--- config.mk ---
export PLATFORM = sky130hd
export DESIGN_NAME = ks_xor_packer
export DESIGN_NICKNAME = d
export VERILOG_FILES = /design/src/rtl/ks_xor_packer.sv
export SDC_FILE = /design/constraint.sdc
export NUM_CORES = 1
export LEC_CHECK = 0
export BUFFER_PORTS_ARGS = -buffer_cell sky130_fd_sc_hd__buf_2
export CORE_MARGIN = 2
export CORE_UTILIZATION = 30
export CTS_CLUSTER_DIAMETER = 100
export DETAILED_ROUTE_END_ITERATION = 16
export GPL_TIMING_DRIVEN = 0
export HOLD_SLACK_MARGIN = 0.02
export PLACE_DENSITY_LB_ADDON = 0.2
export SYNTH_ARGS = -nofsm -noshare
export SYNTH_HDL_FRONTEND = slang
export SYNTH_SLANG_ARGS = --single-unit
export TNS_END_PERCENT = 20
--- constraint.sdc ---
create_clock -name clk -period 1.3 [get_ports clk]
set_clock_uncertainty 0.05 [all_clocks]
set_input_delay 0.26 -clock clk [delete_from_list [all_inputs] [get_ports clk]]
set_output_delay 0.26 -clock clk [all_outputs]
set_load 0.05 [all_outputs]
--- src/rtl/ks_xor_packer.sv ---
// Keystream consumer: steps the filter-LFSR generator WIDTH times per accepted word,
// packs the filter bits MSB-first and XORs them onto the plaintext word.
module ks_xor_packer #(
  parameter int unsigned WIDTH = 8
) (
  input  logic             clk,
  input  logic             rst_n,
  input  logic             ks_bit,
  output logic             ks_step,
  input  logic [WIDTH-1:0] din,
  input  logic             din_valid,
  output logic             din_ready,
  output logic [WIDTH-1:0] dout,
  output logic             dout_valid,
  input  logic             dout_ready,
  output logic             busy
);

  localparam int unsigned CntW = (WIDTH > 1) ? $clog2(WIDTH) : 1;
  localparam logic [CntW-1:0] CntLast = CntW'(WIDTH - 1);

  localparam logic [1:0] StIdle    = 2'd0;
  localparam logic [1:0] StCollect = 2'd1;
  localparam logic [1:0] StOut     = 2'd2;

  logic [1:0]       state_q, state_d;
  logic [WIDTH-1:0] data_q, data_d;
  logic [WIDTH-1:0] ks_q, ks_d;
  logic [CntW-1:0]  cnt_q, cnt_d;

  logic in_xfer, out_xfer;

  // Outputs decode from registered state only; din_ready is additionally gated by reset.
  assign ks_step    = (state_q == StCollect);
  assign dout_valid = (state_q == StOut);
  assign busy       = (state_q != StIdle);
  assign din_ready  = rst_n && (state_q == StIdle);
  assign dout       = data_q ^ ks_q;

  assign in_xfer  = din_valid && (state_q == StIdle);
  assign out_xfer = dout_ready && (state_q == StOut);

  always_comb begin
    state_d = state_q;
    data_d  = data_q;
    ks_d    = ks_q;
    cnt_d   = cnt_q;
    unique case (state_q)
      StIdle: begin
        if (in_xfer) begin
          data_d  = din;
          ks_d    = '0;
          cnt_d   = '0;
          state_d = StCollect;
        end
      end
      StCollect: begin
        // First sampled bit walks up to the MSB after WIDTH shifts.
        ks_d  = {ks_q[WIDTH-2:0], ks_bit};
        cnt_d = cnt_q + CntW'(1);
        if (cnt_q == CntLast) begin
          state_d = StOut;
        end
      end
      StOut: begin
        if (out_xfer) begin
          state_d = StIdle;
        end
      end
      default: state_d = StIdle;
    endcase
  end

  always_ff @(posedge clk) begin
    if (!rst_n) begin
      state_q <= StIdle;
      data_q  <= '0;
      ks_q    <= '0;
      cnt_q   <= '0;
    end else begin
      state_q <= state_d;
      data_q  <= data_d;
      ks_q    <= ks_d;
      cnt_q   <= cnt_d;
    end
  end

endmodule

==> results of run 1 <==
[synthesized netlist by cell type, drive strengths merged]
| master | n |
|---|---|
| ha | 2 |
| nand2b | 2 |
| nor3b | 1 |
| inv | 2 |
| and3 | 1 |
| nor2 | 1 |
| clkbuf | 1 |
| mux2i | 8 |
| o21ba | 1 |
| a21oi | 1 |
| or2 | 1 |
| buf | 6 |
| dfxtp | 21 |
| xor2 | 8 |
| and2b | 1 |
| nand2 | 31 |
| nand3b | 1 |
| o22ai | 11 |
| or3b | 1 |
[power by group]
part | leakage, µW | internal [µW] | switching (µW)
registers | 0.000179 | 670 | 18.2
logic | 0.000381 | 112 | 171
clock network | 0.0000177 | 115 | 196
[repair_timing]
action / 4_1_cts / 5_1_grt
setup endpoints to repair: 12 / 14
gates resized for setup: 40 / 1
pin swaps: 7 / 3
buffers inserted: 4 / 0
[cell type report]
cell class | instances | area share (%)
Buffer | 7 | 4.08
Clock buffer | 3 | 1.84
Clock inverter | 1 | 0.408
Inverter | 2 | 0.612
Multi-Input combinational cell | 71 | 38.0
Sequential cell | 21 | 36.3
Tap cell | 31 | 3.16
Timing Repair Buffer | 27 | 15.6
[critical path, delay by kind of cell, from the launching register on]
kind / cells / cell delay (ps)
buf+inv: 1 / 150
flops: 1 / 380
simple gates: 2 / 320
[routing by layer]
layer,GRT usage [%],part of all wire (%),vias to the layer above,routed length (µm)
met2,19.4,46,17,860
met1,16.0,48,337,910
met5,0,0,-,0
met4,4.87,1.0,0,19
li1,-,-,395,-
met3,2.62,5.3,2,100
[cell families (layout without fill, tap and decap cells)]
family | count (synthesis) | in the layout | share of synthesized area, %
multiplexers | 8 | 8 | 8.83
flip-flops | 21 | 21 | 46.3
buffers and inverters | 9 | 40 | 5.66
adder cells (fa/ha/maj) | 2 | 2 | 2.76
AND/OR/NAND/NOR | 40 | 40 | 19.4
AO/OA/AOI/OAI | 13 | 13 | 9.24
XOR/XNOR | 8 | 8 | 7.72
[state kept, by name, summed over array words and instances, names as in the netlist]
name / count
ks_q: 8
cnt_q: 3
state_q: 2
data_q: 8
[final timing paths]
kind | to | slack [ps]
max | din_ready | -160
min | data_q[0] | 130
max reg2reg | data_q[6] | 100
min reg2reg | data_q[5] | 420
[metrics by stage]
stage	hold slack [ps]	setup slack, ps	instances	utilization (%)	setup TNS [ps]
3_3_place_gp	404	-131	155	38.4	-188
5_1_grt	125	-202	163	43.7	-1310
3_5_place_dp	418	-128	155	38.4	-188
6_report	130	-160	163	43.7	-655
2_1_floorplan	352	-95.0	101	-	-749
4_1_cts	122	-176	163	43.5	-847
==> results.txt, run 1 <==
- The flow ran to the end, but the final reports show violations.
- The final reports fail on DRC, setup timing.
* Global Route Usage Sum: between 10% and 20%
- The net count of the finished layout is 148.
* Fin. Hold Viols: 0
- Using the TritonRoute via totals, the vias-per-cell ratio works out to 4.61.
- TritonRoute pass-1 iters: 10
- The initialized floorplan defines 19 standard-cell rows.
- Number of ports placed on the die boundary: 25
* FF+latch area: roughly 450 µm²
* Unrepaired setup endpoints after global routing: true
- The die covers 3480 µm².
* Maximum cell stage delay along the critical path: around 380 ps
- Counting cells, the worst reg-to-reg path comes to 4.
- Once detailed placement completed, the half-perimeter wirelength came to between 1000 and 1500 µm.
- Clock sink count: 21
- Subtracting the final worst setup slack from the clock period gives 1460 ps.
- Area of combinational cells with multiple inputs: 465 µm²
* Deepest level of the CTS H-tree: 1
- IO Port Bufs: 23
- Traced cell by cell, the critical path runs through or2_4 > nor2_4 > buf_6.
- In this run the remaining antenna-violating nets after routing total 0.
* Starting density of the core: 32.3%
- The area growth from synthesis to layout is 35.2%.
* Data required time of the worst path: 990 ps
* WP data arrival: about 1200 ps
- Core footprint: 2810 µm²
- Most frequent cells in the layout: nand2_1 (31), dfxtp_2 (17), buf_2 (15)
* Die width: 59.0 µm
- The congestion estimate from routability-driven global placement came to 0.729.
- Pin count of the biggest net entering global routing: 13
- Yosys Warn Count: 0
- The setup path with the least slack is of type flop to primary output.
- Type of element capturing the critical path: primary output
* Cells after Synth: between 100 and 150
* Summed area of non-filler cells in the final layout: 1230 µm²
- Mean instance size in the synthesized netlist: 8.98 µm²
* Final critical-path setup slack: -160 ps
- Biggest area contributors in the synthesized netlist: dfxtp_1 (46%), nand2_1 (13%), mux2i_1 (8.8%)
- DIE HEIGHT: 59.0 µm
- CTS max path bufs: 2
- Counting every net in the synthesized netlist gives between 100 and 150.
- The detailed router placed around 750 vias in this run.
- TritonCTS built the clock tree.
- Counting instances, the worst hold path has a depth of 3.
- Clock-pin slew on the worst setup and hold paths: 120 ps
- Sequential cell area fraction in the yosys report: ~46%
- Cell taking the most area after synthesis: dfxtp_1
* Clock latency reported for the late side of the worst-skew pair: 300 ps
- Number of distinct library cell variants in the gate-level netlist after synthesis: 21
* Transition time at the pin with the least slew margin: approximately 250 ps
- The cell area that synthesis handed to floorplanning was 907 µm².
* Count of pins over their slew limit: 0
* Filler Cells Inserted: 296
- Total DRC errors in the routed layout: 2
- The worst hold path begins at din[0].
* CP Launch Type: flop
- Worst ir drop on vdd: 0.469 mV
* Vias in the first global route: 753
* Share of the synthesized area in the top cell type: 46.3%
* Leading cell type in the layout, fill and taps excluded: nand2_1
* Max-slew headroom at the worst pin: between 80% and 90%
* Power, Total: 1280 µW
- After detailed placement, the total cell area comes to 1080 µm².
- After clock tree synthesis, the flow added hold-fix buffers numbering 0.
- In the final routed layout, each cell accounts on average for 11.6 µm.
* Startpoint of the worst register-to-register path: state_q[0]
- Of the cells placed in the final design, the portion with a size suffix greater than 1 is 47.7%.
* Global-route wire length before repair: 3220 µm
- Highest attainable clock frequency: 685 MHz
* Power density over the cells: approximately 1000 nW/µm²
- In this run the worst hold path is classified as input port to flop.
* Lkg Pwr: 0.000578 µW
- Clock tree synthesis selected as its root buffer the cell clkbuf_4.
* Number of antenna violations at the first check in global routing: 0
- Flip-flop and latch count after synthesis: 21
- Routed wire length: 1890 µm
- Along the worst path, the maximum fanout reaches 5.
- Number of buffers created by CTS: 3
- Setup violations remaining at the end of the flow were counted as 11.
- Iter 0 DRT Violations: 9
* CP max-delay cell: dfxtp_4
- Final critical-path share of the clock period: 112%
- Count of inserted antenna diode cells: 0
* Launching element of the worst setup path: state_q[0]
- Total congestion overflow: 0
- Maximum Capacitance Violations: 0
No activity file was read; power rests on OpenSTA's default activity.
==> run 2: changes to the inputs <==
- TNS_END_PERCENT: 20 -> 50
==> results.txt, run 2 (synthesized netlist as in run 1, its figures left out) <==
- Layout area overhead: 36.4%
- Clock sink count: 21 (unchanged)
- Fin. Hold Viols: 0 (unchanged)
* Registers with the most flip-flops: data_q x8, ks_q x8, cnt_q x3
- Worst Hold Class: input port to flop
- Worst ir drop on vdd: 0.814 mV (+73%)
- Final count of negative-setup-slack endpoints: 11 (unchanged)
* Total DRC errors in the routed layout: 3 (+1)
- The final net count was 147 (-0.68%).
- Global Route Usage Sum: 12.4% (+0.19 points)
- The met3 capacity usage during global routing was 4.59% (+2.0 points).
- The later-pin clock latency in the skew report was 300 ps (about the same).
- Summed area of non-filler cells in the final layout: 1240 µm² (+0.92%)
- Peak-usage layer in the global routing report: met2
- Inst Count DP: 155 (unchanged)
* Maximum fanout along the worst path: 6 (+1)
- Category of the most critical setup path: flop to primary output
* Final critical-path share of the clock period: 113% (+0.55 points)
* Post-placement cell area: 1090 µm² (+1.4%)
- The count of placed standard cells in the final layout, fillers left out was 162 (-0.61%).
* Power, Total: 1280 µW (-0.38%)
- Setup repair after global routing could not meet its margin everywhere.
- Transition time at the pin with the least slew margin: 218 ps (-31.6 ps)
* Leading cell type in the layout, fill and taps excluded: nand2_1
* Sum of net half-perimeters after detailed placement: 1280 µm (-1.9%)
- CTS max path bufs: 2 (unchanged)
- The global-route track usage on met1 came to 15.0% (-1.0 points).
- The total wire length after detailed routing is 1850 µm (-2.0%).
- The cell depth of the worst flop-to-flop path was 4 (unchanged).
- The quantity of hold-fixing buffers added after cts came to 0 (unchanged).
- Vias post-DR: 758 (+0.93%)
* Highest attainable clock frequency: 682 MHz (-0.48%)
* Clock tree from TritonCTS: done
- Launching element of the worst setup path: state_q[0]
- Post-detailed-route via-to-cell ratio: 4.68 (+1.6%)
- The path with the worst hold slack has its endpoint at data_q[1].
- The number of global-route vias before repair was 719 (-4.5%).
- The number of standard-cell rows in the floorplan came to 19 (unchanged).
- Status: finished, violations left
- Deepest level of the CTS H-tree: 1 (unchanged)
* Period minus WS final: 1470 ps (+7.09 ps)
- Total congestion overflow: 0 (unchanged)
- CP Launch Type: flop
- The post-layout worst setup margin was -167 ps (-7.09 ps).
- The placer congestion estimate was 0.741 (+1.6%).
- The met2 track utilization from global routing is 20.3% (+0.95 points).
- The worst hold path begins at din[1].
- STA classifies the critical path endpoint as a primary output.
- The power per standard cell area is 1030 nW/µm² (-1.3%).
* Violated checks: DRC, setup timing
* Count of pins over their slew limit: 0 (unchanged)
- The setup slack of the most critical reg-to-reg path came to 90 ps (about the same).
- The startpoint identified for the worst register-to-register timing path is state_q[1].
- Data required time of the worst path: 990 ps (about the same)
- The register clock-pin slew on the reported worst setup and hold paths was 110 ps (about the same).
- The largest net degree at the start of global routing was 12 (-1).
- Number of buffers created by CTS: 3 (unchanged)
* Maximum Capacitance Violations: 0 (unchanged)
* Most frequent cells in the layout: nand2_1 (31), dfxtp_2 (17), buf_2 (14)
- The floorplan core area came to 2810 µm² (unchanged).
* Antenna-violating nets left: 0 (unchanged)
* Number of instances on the worst hold path: 3 (unchanged)
- The fraction of layout cells with a size suffix above 1 is 47.3% (-0.40 points).
- TritonRoute pass-1 iters: 10 (unchanged)
* DIE HEIGHT: 59.0 µm (unchanged)
* Placement Setup Slack: -123 ps (+4.83 ps)
- Count of inserted antenna diode cells: 0 (unchanged)
- Lkg Pwr: 0.000570 µW (-1.5%)
- The number of antenna violations at the first check in global routing is 0 (unchanged).
- The width of the chip was 59.0 µm (unchanged).
- Max-slew headroom at the worst pin: 85.4% (+2.0 points)
- Iter 0 DRT Violations: 9 (unchanged)
- The die area is 3480 µm² (unchanged).
- Buffer type at the clock tree root: clkbuf_4
- The data arrival time at the worst-slack endpoint is 1160 ps (about the same).
- The number of primary I/O pins is 25 (unchanged).
- In this run the critical register-to-register path is captured at data_q[3].
* Average wire length per cell after detail routing: 11.4 µm (-1.4%)
* Starting density of the core: 32.3% (unchanged)
- Global-route wire length before repair: 3170 µm (-1.3%)
* IO Port Bufs: 23 (unchanged)
==> run 2: cell count changes in the layout (fill, tap and decap cells not counted) <==
| cell | change |
|---|---|
| clkbuf_1 | +1 |
| xor2_2 | +2 |
| buf_2 | -1 |
| buf_8 | -1 |
| nor3b_1 | +1 |
| clkinv_2 | -1 |
| nor3b_2 | -1 |
| xor2_1 | -2 |
| buf_6 | +4 |
| buf_4 | -3 |
==> run 2: layout make-up <==
| type | instances | area, µm² |
|---|---|---|
| plain buffers | 7 | 50.0 |
| clock buffers | 4 | 26.3 |
| fillers | 297 | 1570 |
| inverters | 2 | 7.51 |
| multi-input cells | 71 | 475 |
| flip-flops and latches | 21 | 445 |
| well taps | 31 | 38.8 |
| repair buffers | 26 | 194 |
==> run 2: timing repair <==
item	in CTS	in global routing
setup endpoints to repair	12	19
gates resized for setup	42	2
pin swaps	5	1
buffers inserted	2	1
==> run 2: power breakdown <==
group | leakage, µW | internal (µW) | total, µW | switching [µW]
logic | 0.000375 | 110 | 279 | 169
clock network | 0.0000150 | 120 | 308 | 188
registers | 0.000179 | 670 | 691 | 20.4
total | 0.000570 | 900 | 1280 | 378
==> run 2: metrics by stage <==
step / setup TNS (ps) / hold slack [ps] / utilization [%]
floorplan: -559 / 352 / -
global placement: -188 / 404 / 38.9
detailed placement: -189 / 413 / 38.9
CTS: -817 / 120 / 43.8
global route: -1580 / 110 / 44.1
finish: -628 / 131 / 44.1
==> run 2: how the worst max path moves through the flow <==
stage                            to  slack (ps)  depth (start not counted)
after floorplan             dout[3]        -100                          1
final                     din_ready        -170                          3
after global placement    din_ready        -130                          5
after detailed placement  din_ready        -120                          5
after global routing        ks_step        -230                          4
after CTS                 din_ready        -180                          3
==> run 2: per-layer routing <==
layer  share of wire [%]  routed length [µm]
met4                 1.5                  27
met2                  47                 880
met3                 6.5                 121
met5                   0                   0
met1                  44                 824
==> run 2: critical path, stage by stage, from the launching register on <==
cell and delay, ps:
dfxtp_4 380, or2_4 240, nor2_4 80, buf_6 160
